--- src/rtl/conv_ctrl_pkg.sv ---
// Shared types and constants for the convolution layer sequencing controller.
package conv_ctrl_pkg;

   localparam int GUARD_MIN   = 2;
   localparam int DEF_N_OPS_W = 32;
   localparam int DEF_ADDR_W  = 16;

   typedef enum logic [2:0] {
      ST_IDLE,
      ST_LOAD,
      ST_RUN,
      ST_DRAIN,
      ST_DONE
   } state_t;

   // Descriptor layout at the default widths.
   typedef struct packed {
      logic [DEF_N_OPS_W-1:0] n_ops;
      logic [DEF_ADDR_W-1:0]  base_addr;
      logic                   last;
   } desc_t;

   function automatic int cnt_width(input int max_val);
      return (max_val < 1) ? 1 : $clog2(max_val + 1);
   endfunction

endpackage

--- src/rtl/down_counter_ld.sv ---
// Loadable down-counter that saturates at zero and flags the zero state.
module down_counter_ld #(
   parameter int W = 8
) (
   input  logic         clk,
   input  logic         rst,
   input  logic         load_i,
   input  logic [W-1:0] load_val_i,
   input  logic         dec_i,
   output logic         zero_o
);

   logic [W-1:0] count_q;

   always_ff @(posedge clk) begin
      if (rst) begin
         count_q <= '0;
      end else if (load_i) begin
         count_q <= load_val_i;
      end else if (dec_i && (count_q != '0)) begin
         count_q <= count_q - 1'b1;
      end
   end

   assign zero_o = (count_q == '0);

endmodule

--- src/rtl/conv_layer_ctrl.sv ---
// Layer sequencer driving every dispatcher control input, one descriptor at a time.
// Optional RUN watchdog with sticky wd_err: define CONV_CTRL_WATCHDOG_EN.
//
//   state    | meaning
//   ST_IDLE  | waiting for a descriptor (cfg_ready)
//   ST_LOAD  | load dispatcher accumulators, arm guard count
//   ST_RUN   | issue reads until end_conv_layer (after the guard)
//   ST_DRAIN | let the multiplier/adder pipeline empty
//   ST_DONE  | pulse layer_done / net_done, update layer_idx
module conv_layer_ctrl
   import conv_ctrl_pkg::*;
#(
   parameter int max_n_operations = 32,
   parameter int log_rom_size     = 16,
   parameter int log_max_layers   = 4,
   parameter int drain_cycles     = 4,
   parameter int guard_cycles     = 2
`ifdef CONV_CTRL_WATCHDOG_EN
   , parameter int watchdog_cycles = 65535
`endif
) (
   input  logic                        clk,
   input  logic                        rst,
   input  logic                        cfg_valid,
   output logic                        cfg_ready,
   input  logic [max_n_operations-1:0] cfg_n_ops,
   input  logic [log_rom_size-1:0]     cfg_base_addr,
   input  logic                        cfg_last,
   input  logic                        hold,
   input  logic                        end_conv_layer,
   output logic [max_n_operations-1:0] init_n_operations,
   output logic [log_rom_size-1:0]     init_base_addr,
   output logic                        load_n_op,
   output logic                        load_base_addr,
   output logic                        acc_op_en,
   output logic                        acc_addr_en,
   output logic                        read_data,
   output logic                        read_weigth,
   output logic                        busy,
   output logic                        layer_done,
   output logic                        net_done,
   output logic [log_max_layers-1:0]   layer_idx
`ifdef CONV_CTRL_WATCHDOG_EN
   , output logic                      wd_err
`endif
);

   localparam int GUARD_EFF = (guard_cycles < GUARD_MIN) ? GUARD_MIN : guard_cycles;
   localparam int SEQ_MAX   = (GUARD_EFF > drain_cycles - 1) ? GUARD_EFF : drain_cycles - 1;
   localparam int SEQ_W     = cnt_width(SEQ_MAX);
   localparam logic [SEQ_W-1:0] GUARD_VAL = SEQ_W'(GUARD_EFF);
   localparam logic [SEQ_W-1:0] DRAIN_VAL = SEQ_W'(drain_cycles - 1);

   state_t                      state_q;
   logic [max_n_operations-1:0] n_ops_q;
   logic [log_rom_size-1:0]     base_addr_q;
   logic                        last_q;
   logic                        load_q, acc_en_q, read_q;
   logic                        layer_done_q, net_done_q;
   logic [log_max_layers-1:0]   layer_idx_q;

   logic             seq_load, seq_dec, seq_zero;
   logic [SEQ_W-1:0] seq_load_val;
   logic             end_ok, wd_trip, wd_hit, leave_run;

   // One counter serves both phases: guard while in RUN, drain afterwards.
   assign end_ok       = end_conv_layer & seq_zero;
   assign leave_run    = (state_q == ST_RUN) & (end_ok | wd_trip);
   assign seq_load     = (state_q == ST_LOAD) | leave_run;
   assign seq_load_val = (state_q == ST_LOAD) ? GUARD_VAL : DRAIN_VAL;
   assign seq_dec      = (state_q == ST_RUN) | (state_q == ST_DRAIN);

   down_counter_ld #(.W(SEQ_W)) u_seq_cnt (
      .clk        (clk),
      .rst        (rst),
      .load_i     (seq_load),
      .load_val_i (seq_load_val),
      .dec_i      (seq_dec),
      .zero_o     (seq_zero)
   );

`ifdef CONV_CTRL_WATCHDOG_EN
   localparam int WD_W = cnt_width(watchdog_cycles);
   logic wd_zero, wd_err_q, wd_hit_q;

   down_counter_ld #(.W(WD_W)) u_wd_cnt (
      .clk        (clk),
      .rst        (rst),
      .load_i     (state_q == ST_LOAD),
      .load_val_i (WD_W'(watchdog_cycles - 1)),
      .dec_i      ((state_q == ST_RUN) && !hold),
      .zero_o     (wd_zero)
   );

   // A genuine end of layer in the same cycle wins over the watchdog.
   assign wd_trip = wd_zero & ~end_ok;

   always_ff @(posedge clk) begin
      if (rst) begin
         wd_err_q <= 1'b0;
         wd_hit_q <= 1'b0;
      end else if (leave_run && wd_trip) begin
         wd_err_q <= 1'b1;
         wd_hit_q <= 1'b1;
      end else if (state_q == ST_DONE) begin
         wd_hit_q <= 1'b0;
      end
   end

   assign wd_hit = wd_hit_q;
   assign wd_err = wd_err_q;
`else
   assign wd_trip = 1'b0;
   assign wd_hit  = 1'b0;
`endif

   always_ff @(posedge clk) begin
      if (rst) begin
         state_q      <= ST_IDLE;
         n_ops_q      <= '0;
         base_addr_q  <= '0;
         last_q       <= 1'b0;
         load_q       <= 1'b0;
         acc_en_q     <= 1'b0;
         read_q       <= 1'b0;
         layer_done_q <= 1'b0;
         net_done_q   <= 1'b0;
         layer_idx_q  <= '0;
      end else begin
         load_q       <= 1'b0;
         acc_en_q     <= 1'b0;
         read_q       <= 1'b0;
         layer_done_q <= 1'b0;
         net_done_q   <= 1'b0;
         unique case (state_q)
            ST_IDLE: begin
               if (cfg_valid) begin
                  n_ops_q     <= cfg_n_ops;
                  base_addr_q <= cfg_base_addr;
                  last_q      <= cfg_last;
                  if (cfg_n_ops == '0) begin
                     state_q      <= ST_DONE;
                     layer_done_q <= 1'b1;
                     net_done_q   <= cfg_last;
                  end else begin
                     state_q  <= ST_LOAD;
                     load_q   <= 1'b1;
                     acc_en_q <= 1'b1;
                  end
               end
            end
            ST_LOAD: begin
               state_q  <= ST_RUN;
               read_q   <= 1'b1;
               acc_en_q <= ~hold;
            end
            ST_RUN: begin
               if (leave_run) begin
                  state_q <= ST_DRAIN;
               end else begin
                  read_q   <= 1'b1;
                  acc_en_q <= ~hold;
               end
            end
            ST_DRAIN: begin
               if (seq_zero) begin
                  state_q      <= ST_DONE;
                  layer_done_q <= 1'b1;
                  net_done_q   <= last_q & ~wd_hit;
               end
            end
            ST_DONE: begin
               state_q     <= ST_IDLE;
               layer_idx_q <= (last_q || wd_hit) ? '0 : layer_idx_q + 1'b1;
            end
            default: state_q <= ST_IDLE;
         endcase
      end
   end

   assign cfg_ready         = (state_q == ST_IDLE) & ~rst;
   assign busy              = (state_q != ST_IDLE);
   assign init_n_operations = n_ops_q;
   assign init_base_addr    = base_addr_q;
   assign load_n_op         = load_q;
   assign load_base_addr    = load_q;
   assign acc_op_en         = acc_en_q;
   assign acc_addr_en       = acc_en_q;
   assign read_data         = read_q;
   assign read_weigth       = read_q;
   assign layer_done        = layer_done_q;
   assign net_done          = net_done_q;
   assign layer_idx         = layer_idx_q;

endmodule

--- config.mk ---
export PLATFORM = sky130hd
export DESIGN_NAME = conv_layer_ctrl
export DESIGN_NICKNAME = d
export VERILOG_FILES = /design/src/rtl/conv_ctrl_pkg.sv /design/src/rtl/down_counter_ld.sv /design/src/rtl/conv_layer_ctrl.sv
export SDC_FILE = /design/constraint.sdc
export NUM_CORES = 1
export LEC_CHECK = 0
export ABC_AREA = 1
export BUFFER_PORTS_ARGS = -buffer_cell sky130_fd_sc_hd__buf_2
export CORE_MARGIN = 5
export CORE_UTILIZATION = 49
export CTS_BUF_LIST = sky130_fd_sc_hd__clkbuf_4 sky130_fd_sc_hd__clkbuf_8 sky130_fd_sc_hd__clkbuf_16
export DETAILED_ROUTE_END_ITERATION = 8
export HOLD_SLACK_MARGIN = 0.08
export PLACE_DENSITY = 0.93
export SLEW_MARGIN = 0
export SYNTH_ARGS = -nofsm -noshare
export SYNTH_HDL_FRONTEND = slang
export SYNTH_SLANG_ARGS = --single-unit
--- constraint.sdc ---
create_clock -name clk -period 3.3 [get_ports clk]
set_input_delay 0.66 -clock clk [delete_from_list [all_inputs] [get_ports clk]]
set_output_delay 0.66 -clock clk [all_outputs]
set_load 0.02 [all_outputs]
# --- Word level (Yosys, flattened, before mapping) ---
# Cells that the tools add are included.
op_classes:
  reduce_logical: 10
  n_mux: 23
  n_eq_ne: 7
  n_addsub: 2
  bitwise: 8
ops:
  columns: ["operator", "n"]
  rows:
  - ["32-bit logical NOT", 1]
  - ["3-bit 2-to-1 mux", 4]
  - ["3-bit case mux with 4 select lines", 1]
  - ["1-bit 2-to-1 mux", 11]
  - ["3-bit by 2-bit == test with 1-bit output (second input constant)", 2]
  - ["2-bit != test (second input constant)", 3]
  - ["1-bit case mux with 2 select lines", 3]
  - ["4-bit by 1-bit adder with 4-bit output (second input constant)", 1]
  - ["2-bit 2-to-1 mux", 2]
  - ["4-bit 2-to-1 mux", 1]
  - ["2-bit nonzero test", 2]
  - ["1-bit AND", 3]
  - ["3-bit by 1-bit == test with 1-bit output (second input constant)", 1]
  - ["3-bit == test (second input constant)", 1]
  - ["3-bit logical NOT", 1]
  - ["1-bit NOT", 3]
  - ["1-bit case mux with 3 select lines", 1]
  - ["3-bit AND reduction", 1]
  - ["3-bit nonzero test", 1]
  - ["2-bit logical NOT", 1]
  - ["1-bit OR", 2]
  - ["2-bit AND reduction", 1]
  - ["2-bit OR reduction", 1]
  - ["2-bit by 1-bit subtractor with 2-bit output (second input constant)", 1]
  - ["1-bit logical AND", 1]
totals:
  in_bits: 54
  out_inout_bits: 62
  register_bits: 63
  word_cells: 61

# --- Longest topological paths before layout ---
depth:
  ltp_word: 5
  ltp_mapped: 8
  depth_no_buf: 8

# --- Modules after synthesis ---
# From an unflattened synthesis, not the netlist that was laid out.
unflattened:
  hier_cells: 341
  area_unflattened_um2: 2595.0
modules_own_cells:
  columns: ["mod", "area_per_inst_um2", "cells_per_inst", "n_inst", "seq_area_each_um2"]
  rows:
  - ["conv_layer_ctrl", 2454.9, 316, 1, 1221.2]
  - ["down_counter_ld", 140.1, 25, 1, 40.0]

# --- Worst setup path after synthesis ---
# No wires, ideal clock.
synth_path:
  path_kind: "input -> output"
  startpoint: "input rst"
  endpoint: "output cfg_ready"
  n_path_buf: 1
  slack_ns: 1.490
  required_ns: 2.640
  arrival_ns: 1.150
  stages: 2
  cell_sequence: "clkbuf_1 > nor2_1"
synth_via:
  elab_chain_len: 2
synth_rtl:
  columns: ["element", "line_no", "rtl"]
  rows:
  - ["start, declared", "conv_layer_ctrl.sv:23", "input logic rst,"]
  - ["1-bit NOT", "conv_layer_ctrl.sv:181", "assign cfg_ready = (state_q == ST_IDLE) & ~rst;"]
  - ["1-bit AND", "conv_layer_ctrl.sv:181", null]
  - ["end, declared", "conv_layer_ctrl.sv:25", "output logic cfg_ready,"]
# No other way between the ends.

# --- Final worst setup path ---
layout_path:
  startpoint: "register state_q[1]"
  endpoint: "register base_addr_q[15], in the netlist init_base_addr[15]"
layout_via:
  elab_chain_len: 2
layout_rtl:
  columns: ["element", "line_no", "rtl"]
  rows:
  - ["start, declared", "conv_layer_ctrl.sv:54", "state_t state_q;"]
  - ["start signal, assigned", "conv_layer_ctrl.sv:119", "state_q <= ST_IDLE;"]
  - ["start signal, assigned", "conv_layer_ctrl.sv:142", "state_q <= ST_DONE;"]
  - ["start signal, assigned", "conv_layer_ctrl.sv:146", "state_q <= ST_LOAD;"]
  - ["3-bit logical NOT", "conv_layer_ctrl.sv:135", "unique case (state_q)"]
  - ["2-bit AND reduction (no line)", null, null]
  - ["end signal, assigned", "conv_layer_ctrl.sv:139", "base_addr_q <= cfg_base_addr;"]
  - ["end, declared", "conv_layer_ctrl.sv:56", "logic [log_rom_size-1:0] base_addr_q;"]
# No other way between the ends.
# A chain may end at the register's enable or synchronous reset.

==> impl_metrics.toml <==
[sta]
setup-tns-final_ns = 0
fin_crit_ns = 1.99
worst_slew_pin_slew_ns = 0.865
setup-violations-final = 0
rsz0062_at_grt = "no"
fmax_ghz = 0.502
hold_viol_final = 0
slew_violations = 0
relSlewSlack_pct = 42.3
fin_skew_ns = 0.00695
finalCritPeriodShare_pct = 60.4

[worst_hold_path]
whs_path_depth = 2
hold_class = "reg2reg"

[power_and_ir_drop]
pwr-share-clk_pct = 24.1
peakVddDrop_mv = 0.513
comb_power_share_pct = 37.4
p_per_area_mw_per_mm2 = 869
swShare_pct = 40.1
power_mw = 2.81
p_leak_nw = 1.66
sequentialPowerShare_pct = 38.5
p_int_mw = 1.69
power.switching_mw = 1.13

[clocking]
clockBufferDepth = 2
cts_resized = 0
cts_hold_buffers = 0
clk_pin_slew_worst_paths_ns = 0.07
root_buffer = "clkbuf_8"
clkLatencyLatePin_ns = 0.33
h-tree-depth = 3
cts.sinks = 63
post_cts_buffers = 0
cts_tree = "yes"
cts_buffers = 9

[floorplan]
rows = 25
core_mm2 = 0.00482
die_area_mm2 = 0.00658
pin_count = 116
start_util_pct = 51.4
die-width_um = 81.1
die_h_um = 81.1

[flow_run]
max_cap_viol_count = 0

[finish]
diodes = 0
drive_above_1_share_pct = 31.3
nets = 495
instances_no_fill = 511
mostFrequentLayoutCells = "126 x nor2_1, 115 x buf_2, 63 x dfxtp_1, 49 x o21ai_0, 29 x nand2_1"
syn_to_final_growth_pct = 30.8
final_common_cell = "nor2_1"

[logic_synthesis]
yosys.area.top_type = "dfxtp_1"
yosysSeqAreaShare_pct = 50.9
synth_area_leaders = "dfxtp_1 51%, nor2_1 19%, o21ai_0 9.9%"
synth_edf_count = 0
synthArstFlopShare_pct = 0
yosysUniqueCellTypes = 26
syn_inst = 331
synth_warnings = 0
synth_seq_cells = 63
syn_nets = 387
ys.flop_type = "dfxtp_1"
synthesis.area_mm2 = 0.00248
syn_area_per_cell_um2 = 7.48
synth_top_cell_area_share_pct = 50.9

[setup_path]
ff2ff_path_depth = 6
crit_path_start_kind = "flop"
critPathCaptureType = "flop"
arrival_ns = 2.22
cp_max_fo = 52
cp_data_required_time_ns = 3.52
critPathKind = "reg2reg"

[route]
wl_per_cell_um = 12.8
ant_nets = 0
first_pass_iters = 4
routed_wl_um = 6520
routed_via_density = 5.01
drc = 0
drt_iter0_markers = 129
num_vias = 2560

[placed_design]
dp_cells = 495
dp_hpwl_um = 4600
portBuffers = 115
gp_congestion = 0.899

[grt]
grt_pass1_vias = 2604
grt_overflow = 0
grt_max_degree = 53
grt_pass1_wl_um = 10900
grt_util_all_layers_pct = 20.8
antenna_found_initial = 0

[outcome]
outcome = "completed"
## state kept, by name, summed over array words and instances, names as in the netlist, 2 cells and up
name	cells
init_base_addr	16
u_seq_cnt.count_q	2
init_n_operations	32
layer_idx	4
state_q	3
## final timing paths
kind	start	end	slack [ns]
setup / recovery	state_q[1]	init_base_addr[15]	1.31
setup reg to reg	state_q[1]	init_base_addr[15]	1.31
hold / removal	last_q	last_q	0.49
hold reg to reg	last_q	last_q	0.49
## metrics by stage
stage	worst slack [ns]	utilization [%]	instance area [um2]	hold slack (ns)
after global placement	1.14	63.0	3040	0.467
final	1.31	67.2	3240	0.492
after floorplan	1.49	-	2480	0.453
after global routing	1.10	67.2	3240	0.529
after detailed placement	1.08	63.0	3040	0.479
after CTS	1.32	67.2	3240	0.490
## cells in the mapped netlist (2+ instances only)
| library cell | number |
|---|---|
| o21ai_0 | 49 |
| a21oi_1 | 9 |
| ha_1 | 2 |
| a31oi_1 | 2 |
| nand3_1 | 5 |
| nand2_1 | 29 |
| xor2_1 | 2 |
| buf_2 | 7 |
| clkbuf_1 | 6 |
| nand4_1 | 2 |
| buf_4 | 3 |
| inv_2 | 2 |
| inv_1 | 12 |
| buf_6 | 2 |
| dfxtp_1 | 63 |
| nor2_1 | 126 |
## worst max-delay path, stage by stage (launching register included)
cell	delay, ns
dfxtp_1	0.38
nor2_4	0.18
nand2_4	0.10
nor2_8	0.44
inv_2	0.47
nor2_1	0.22
nor2_1	0.06
## layer usage
| layer | track usage [%] | part of all wire, % | vias to the layer above |
|---|---|---|---|
| li1 | - | - | 1264 |
| met1 | 23.1 | 42 | 1181 |
| met2 | 36.6 | 48 | 106 |
| met3 | 5.99 | 8.7 | 9 |
| met4 | 9.63 | 1.6 | 0 |
| met5 | 0 | 0 | - |
## final cells by class
class / count / area, um2
clock inverter: 3 / 42.5
multi-input combinational: 235 / 1060
inverter: 14 / 52.6
timing repair buffer: 116 / 583
clock buffer: 13 / 160
sequential: 63 / 1260
fill: 433 / 1580
tap: 67 / 83.8
## power groups by stage
| stage | Clock [mW] | Sequential (mW) | Combinational [mW] |
|---|---|---|---|
| after floorplan | 0 | 1.31 | 0.529 |
| after global placement | 0 | 1.09 | 1.02 |
| after detailed placement | 0 | 1.09 | 1.05 |
| after CTS | 0.688 | 1.08 | 1.06 |
| after global routing | 0.721 | 1.11 | 1.16 |
| final | 0.678 | 1.08 | 1.05 |
## kinds of logic (layout without fill, tap and decap cells)
| family | after synthesis | count (layout) | synth area share (%) |
|---|---|---|---|
| compound gates | 62 | 62 | 12.7 |
| fa+ha+maj | 2 | 2 | 1.01 |
| simple gates | 168 | 168 | 27.8 |
| buf+inv | 33 | 146 | 6.46 |
| flops | 63 | 63 | 50.9 |
| xor+xnor | 3 | 3 | 1.06 |
Power figures use the tool's default switching activity.
